$ cat src/rtl/k_nearest_select.sv
// Streaming K-nearest selector: keeps the K smallest labelled distances of an
// N-sample frame in a sorted list and emits them, nearest first, with valid_sort.
module k_nearest_select #(
  parameter int unsigned N      = 10,
  parameter int unsigned W      = 32,
  parameter int unsigned K      = 5,
  parameter int unsigned TYPE_W = 4
) (
  input  logic              clk,
  input  logic              rst,
  input  logic              valid_distance,
  input  logic [W-1:0]      distance,
  input  logic [TYPE_W-1:0] distance_type,
  output logic              ready,
  output logic [TYPE_W-1:0] k_nearest_neighbours_type     [0:K-1],
  output logic [W-1:0]      k_nearest_neighbours_distance [0:K-1],
  output logic              valid_sort
);

  localparam int unsigned CW = $clog2(N + 1);
  localparam logic [CW-1:0] LAST = CW'(N - 1);

  typedef enum logic {COLLECT, EMIT} state_t;

  state_t            state;
  logic [CW-1:0]     count;
  logic              list_vld  [0:K-1];
  logic [W-1:0]      list_dist [0:K-1];
  logic [TYPE_W-1:0] list_type [0:K-1];
  logic              nxt_vld   [0:K-1];
  logic [W-1:0]      nxt_dist  [0:K-1];
  logic [TYPE_W-1:0] nxt_type  [0:K-1];
  int unsigned       p;
  logic              accept;

  assign accept = valid_distance && ready;

  // Valid entries sit at the front, so counting "<=" hits gives the insert slot;
  // using <= places equal distances after earlier samples (stable order).
  always_comb begin
    p = 0;
    for (int unsigned i = 0; i < K; i++) begin
      if (list_vld[i] && (list_dist[i] <= distance)) p = p + 1;
    end
    if (p == 0) begin
      nxt_vld[0]  = 1'b1;
      nxt_dist[0] = distance;
      nxt_type[0] = distance_type;
    end else begin
      nxt_vld[0]  = list_vld[0];
      nxt_dist[0] = list_dist[0];
      nxt_type[0] = list_type[0];
    end
    for (int unsigned i = 1; i < K; i++) begin
      if (i < p) begin
        nxt_vld[i]  = list_vld[i];
        nxt_dist[i] = list_dist[i];
        nxt_type[i] = list_type[i];
      end else if (i == p) begin
        nxt_vld[i]  = 1'b1;
        nxt_dist[i] = distance;
        nxt_type[i] = distance_type;
      end else begin
        nxt_vld[i]  = list_vld[i-1];
        nxt_dist[i] = list_dist[i-1];
        nxt_type[i] = list_type[i-1];
      end
    end
  end

  always_ff @(posedge clk) begin
    if (rst) begin
      state      <= COLLECT;
      ready      <= 1'b1;
      valid_sort <= 1'b0;
      count      <= '0;
      for (int unsigned i = 0; i < K; i++) begin
        list_vld[i]                      <= 1'b0;
        list_dist[i]                     <= '0;
        list_type[i]                     <= '0;
        k_nearest_neighbours_type[i]     <= '0;
        k_nearest_neighbours_distance[i] <= '0;
      end
    end else begin
      case (state)
        COLLECT: begin
          if (accept) begin
            for (int unsigned i = 0; i < K; i++) begin
              list_vld[i]  <= nxt_vld[i];
              list_dist[i] <= nxt_dist[i];
              list_type[i] <= nxt_type[i];
            end
            count <= count + 1'b1;
            if (count == LAST) begin
              state      <= EMIT;
              ready      <= 1'b0;
              valid_sort <= 1'b1;
              for (int unsigned i = 0; i < K; i++) begin
                k_nearest_neighbours_type[i]     <= nxt_type[i];
                k_nearest_neighbours_distance[i] <= nxt_dist[i];
              end
            end
          end
        end
        EMIT: begin
          state      <= COLLECT;
          ready      <= 1'b1;
          valid_sort <= 1'b0;
          count      <= '0;
          for (int unsigned i = 0; i < K; i++) begin
            list_vld[i]  <= 1'b0;
            list_dist[i] <= '0;
            list_type[i] <= '0;
          end
        end
        default: state <= COLLECT;
      endcase
    end
  end

endmodule

$ cat config.mk
export PLATFORM = sky130hd
export DESIGN_NAME = k_nearest_select
export DESIGN_NICKNAME = d
export VERILOG_FILES = /design/src/rtl/k_nearest_select.sv
export SDC_FILE = /design/constraint.sdc
export NUM_CORES = 1
export LEC_CHECK = 0
export ABC_AREA = 1
export ABC_CLOCK_PERIOD_IN_PS = 9430
export CAP_MARGIN = 20
export CORE_MARGIN = 8
export CORE_UTILIZATION = 44
export CTS_CLUSTER_SIZE = 30
export DETAILED_ROUTE_END_ITERATION = 16
export PLACE_DENSITY = 0.66
export SLEW_MARGIN = 20
export SYNTH_ARGS = -nofsm -noshare
export SYNTH_HDL_FRONTEND = slang
export SYNTH_SLANG_ARGS = --single-unit
export TNS_END_PERCENT = 20
$ cat constraint.sdc
create_clock -name clk -period 9.43 [get_ports clk]
set_clock_uncertainty 0.2 [all_clocks]
set_input_delay 1.886 -clock clk [delete_from_list [all_inputs] [get_ports clk]]
set_output_delay 1.886 -clock clk [all_outputs]
set_load 0.1 [all_outputs]
==> results_dict.tcl <==
set metrics [dict create \
    status "finished clean" \
    drt_pre_antenna_iters 5 \
    clockBufferDepth 3 \
    maxCapViolations 0 \
    p_per_area_mw_per_mm2 204 \
    number_of_logic_stages_on_the_critical_path_including_buffering 23 \
    static-leakage-power_nw 12.3 \
    dominant_cell_type_by_count_on_the_critical_path "sky130_fd_sc_hd__nand2_1" \
    worst_setup_path_start_kind "input port" \
    antenna_left 0 \
    ir_drop_mv 0.232 \
    drt_wl_total_um 71200 \
    tritoncts_clock_tree "yes" \
    grt_start_max_net_pins 85 \
    via_count_of_the_first_global_routing_pass 19500 \
    setup.worst_path.end_class "flip-flop" \
    critPathTopFamily "simple AND/OR/NAND/NOR gates" \
    crit_required_ps 9570 \
    n_fill_cell 4507 \
    ys_top_cells_by_area "sky130_fd_sc_hd__edfxtp_1 (26%), sky130_fd_sc_hd__dfxtp_1 (18%), sky130_fd_sc_hd__nand2_1 (14%)" \
    ff_latch_area_mm2 0.00930 \
    critical_path.reg2reg.startpoint "list_dist[1][31]" \
    synthToLayoutAreaGrowth_pct 18.3 \
    timing.max_slew.rel_slack 0.252 \
    floorplan.core_area_mm2 0.0477 \
    initialDrtViolationCount 1910 \
    number_of_synthesized_flops_with_an_enable_pin 185 \
    post_synth_inst_count 2815 \
    fin_crit_sh 0.820 \
    post-synth-top-area-fraction 0.261 \
    h-tree-depth 2 \
    ys.flop_type "sky130_fd_sc_hd__dfxtp_1" \
    finalWeightedCongestion 0.919 \
    drive_above_1_share 0.0385 \
    register_to_register_setup_slack_ps 3250 \
    clock.fmax_ghz 0.129 \
    netlist-cell-type-count 37 \
    worst_path_arrival_ps 7870 \
    die_width_um 236 \
    antenna_diodes 0 \
    fp-row-count 80 \
    holdBufCountCts 0 \
    synth_async_sr_flop_share 0 \
    regToRegEndpoint "list_dist[4][19]" \
    synthesis.area_per_instance_um2 7.57 \
    design.final.nets 3156 \
    grt_usage 0.246 \
    drc 0 \
    mappedNetlistNets 3019 \
    initial_core_util 0.446 \
    gr-total-overflow 0 \
    critical_path.endpoint "list_dist[4][19]" \
    routed_wire_length_per_instance_um 19.8 \
    io_pins 221 \
    crit_chain "clkdlybuf4s50_1 -> inv_1 -> ha_1 -> nand2_1 -> nor2_1 -> nand2_1 -> nor3_1 -> nand4_1 -> a21oi_1 -> ha_1 -> nand3_1 -> nand3_1 -> nand2_1 -> nand2_1 -> ha_1 -> or2_2 -> a21oi_4 -> buf_4 -> nand2_4 -> nand3_1 -> nand3_1 -> nand2_1 -> inv_1" \
    cts_inserted_buffers 42 \
    buffer_type_at_the_clock_tree_root "sky130_fd_sc_hd__clkbuf_16" \
    fin_tns_setup_ps 0 \
    clock_transition_at_the_registers_of_the_reported_paths_ps 60 \
    synth_area_mm2 0.0213 \
    global_route.usage.met2 0.419 \
    yosys_register_bits 372 \
    detail_route.vias_per_cell 5.54 \
    critical_path.n_buffers_inverters 4 \
    place_ws_ps 1240 \
    grt_most_used_layer "met2" \
    slew_viol_final 0 \
    insertion_delay_ps 600 \
    multiInputGateArea_mm2 0.0103 \
    gr-usage-met1 0.310 \
    cp_max_fo 71 \
    cts_resized 0 \
    netlist.top_cell.by_area "sky130_fd_sc_hd__edfxtp_1" \
    cts_setup_buffers 0 \
    global_route_wire_length_before_repair_um 110000 \
    io_buffers 220 \
    place.detailed.hpwl_um 46600 \
    report.final.setup_viol 0 \
    holdCritPathClass "reg -> reg" \
    finalWorstSetupSlack_ps 1690 \
    reg2regPathDepth 21 \
    yosysSeqAreaShare 0.437 \
    worstMarginPinSlew_ps 1120 \
    global_route.usage.met3 0.0354 \
    route.vias.total 19900 \
    yosysWarnings 0 \
    critical_path.max_stage_delay_ps 840 \
    die_y_um 236 \
    antenna_found_initial 1 \
    cp-startpoint "distance[29]" \
    total_die_area_mm2 0.0557 \
    grt_setup_unrepaired "false" \
    timing.final.crit_period_ps 7740 \
    cts.sinks 372 \
    critical_path.slowest_cell "sky130_fd_sc_hd__buf_4" \
    critPathKind "in -> reg" \
    final_hold_viol_count 0 \
]
[synth_stat cells, types with 2 or more instances]
cell type,instances
sky130_fd_sc_hd__nand2_1,794
sky130_fd_sc_hd__nor4_2,2
sky130_fd_sc_hd__a21oi_1,195
sky130_fd_sc_hd__o21bai_1,3
sky130_fd_sc_hd__edfxtp_1,185
sky130_fd_sc_hd__nand2_2,4
sky130_fd_sc_hd__nand4_1,48
sky130_fd_sc_hd__buf_2,45
sky130_fd_sc_hd__nand3_1,373
sky130_fd_sc_hd__clkbuf_1,90
sky130_fd_sc_hd__o211ai_1,3
sky130_fd_sc_hd__clkinv_1,2
sky130_fd_sc_hd__buf_1,7
sky130_fd_sc_hd__inv_1,300
sky130_fd_sc_hd__o21a_1,7
sky130_fd_sc_hd__nor3_1,6
sky130_fd_sc_hd__ha_1,165
sky130_fd_sc_hd__o21ai_0,68
sky130_fd_sc_hd__a21o_1,3
sky130_fd_sc_hd__nor2_4,2
sky130_fd_sc_hd__nor2_2,2
sky130_fd_sc_hd__inv_2,3
sky130_fd_sc_hd__buf_4,7
sky130_fd_sc_hd__and2_1,36
sky130_fd_sc_hd__o21ai_1,33
sky130_fd_sc_hd__a21oi_4,2
sky130_fd_sc_hd__a31oi_1,33
sky130_fd_sc_hd__dfxtp_1,187
sky130_fd_sc_hd__nor2_1,202
[state kept, by name (all words and copies together) (netlist names)]
register                       cells
list_vld                           5
count                              4
k_nearest_neighbours_distance    160
k_nearest_neighbours_type         20
list_dist                        160
list_type                         20
valid_sort                         1
ready                              1
state                              1
[final cells by class]
cell class | count | area share
sequential | 372 | 0.369
inverter | 306 | 0.0460
clock inverter | 18 | 0.00437
timing repair buffer | 242 | 0.0960
multi-input combinational | 1988 | 0.407
clock buffer | 60 | 0.0472
tap | 615 | 0.0305
[kinds of logic after synthesis]
| logic type | count (synthesis) | synth area share |
|---|---|---|
| and+or+nand+nor | 1475 | 0.296 |
| buffers and inverters | 455 | 0.0842 |
| AOI/OAI and AO/OA | 348 | 0.0867 |
| DFF | 372 | 0.437 |
| adders and majority gates | 165 | 0.0969 |
[metrics by stage]
| step | hold WS (ps) | utilization | area (um^2) | std cells | power (W) |
|---|---|---|---|---|---|
| after floorplan | 223 | - | 21300 | 2815 | 0.00304 |
| after global placement | 236 | 0.499 | 23800 | 3521 | 0.00349 |
| after detailed placement | 246 | 0.500 | 23900 | 3522 | 0.00353 |
| after CTS | 257 | 0.527 | 25200 | 3600 | 0.00511 |
| after global routing | 295 | 0.528 | 25200 | 3601 | 0.00538 |
| final | 253 | 0.528 | 25200 | 3601 | 0.00514 |
[per-layer routing]
layer / wire length (um) / vias to the layer above / share of wire
met5: 10 / - / 0.00014
met4: 2560 / 2 / 0.036
met3: 5160 / 172 / 0.072
met2: 34000 / 856 / 0.48
met1: 29500 / 9315 / 0.41
li1: - / 9592 / -
[where the power goes]
part | internal, W | switching, W
Sequential | 0.00185 | 0.000101
Clock | 0.000882 | 0.000701
Combinational | 0.000427 | 0.00117
[worst min path at each step]
stage,startpoint,end,cells past startpoint
5_1_grt,count[3],count[3],1
4_1_cts,count[3],count[3],1
3_5_place_dp,count[3],count[3],1
6_report,count[3],count[3],1
3_3_place_gp,count[3],count[3],1
2_1_floorplan,count[3],count[3],1
[cell usage in the layout (no fill, tap or decap), types with 2 or more instances in the layout]
cell	n
sky130_fd_sc_hd__nand2_1	789
sky130_fd_sc_hd__nand3_1	373
sky130_fd_sc_hd__inv_1	299
sky130_fd_sc_hd__clkdlybuf4s50_1	220
sky130_fd_sc_hd__nor2_1	199
sky130_fd_sc_hd__a21oi_1	195
sky130_fd_sc_hd__dfxtp_1	187
sky130_fd_sc_hd__edfxtp_1	185
sky130_fd_sc_hd__ha_1	165
sky130_fd_sc_hd__o21ai_0	68
sky130_fd_sc_hd__nand4_1	48
sky130_fd_sc_hd__clkbuf_16	42
sky130_fd_sc_hd__and2_1	36
sky130_fd_sc_hd__a31oi_1	33
sky130_fd_sc_hd__o21ai_1	33
sky130_fd_sc_hd__buf_4	19
sky130_fd_sc_hd__clkinv_2	11
sky130_fd_sc_hd__clkbuf_1	11
sky130_fd_sc_hd__nand2_2	8
sky130_fd_sc_hd__o21a_1	7
sky130_fd_sc_hd__nor2_4	7
sky130_fd_sc_hd__clkbuf_8	7
sky130_fd_sc_hd__nor3_1	6
sky130_fd_sc_hd__clkinv_1	4
sky130_fd_sc_hd__a21o_1	3
sky130_fd_sc_hd__o211ai_1	3
sky130_fd_sc_hd__o21bai_1	3
sky130_fd_sc_hd__inv_4	3
sky130_fd_sc_hd__inv_6	3
sky130_fd_sc_hd__nor4_2	2
sky130_fd_sc_hd__nand2_4	2
sky130_fd_sc_hd__a21oi_4	2
sky130_fd_sc_hd__inv_2	2
sky130_fd_sc_hd__buf_16	2
Power figures use the tool's default switching activity.
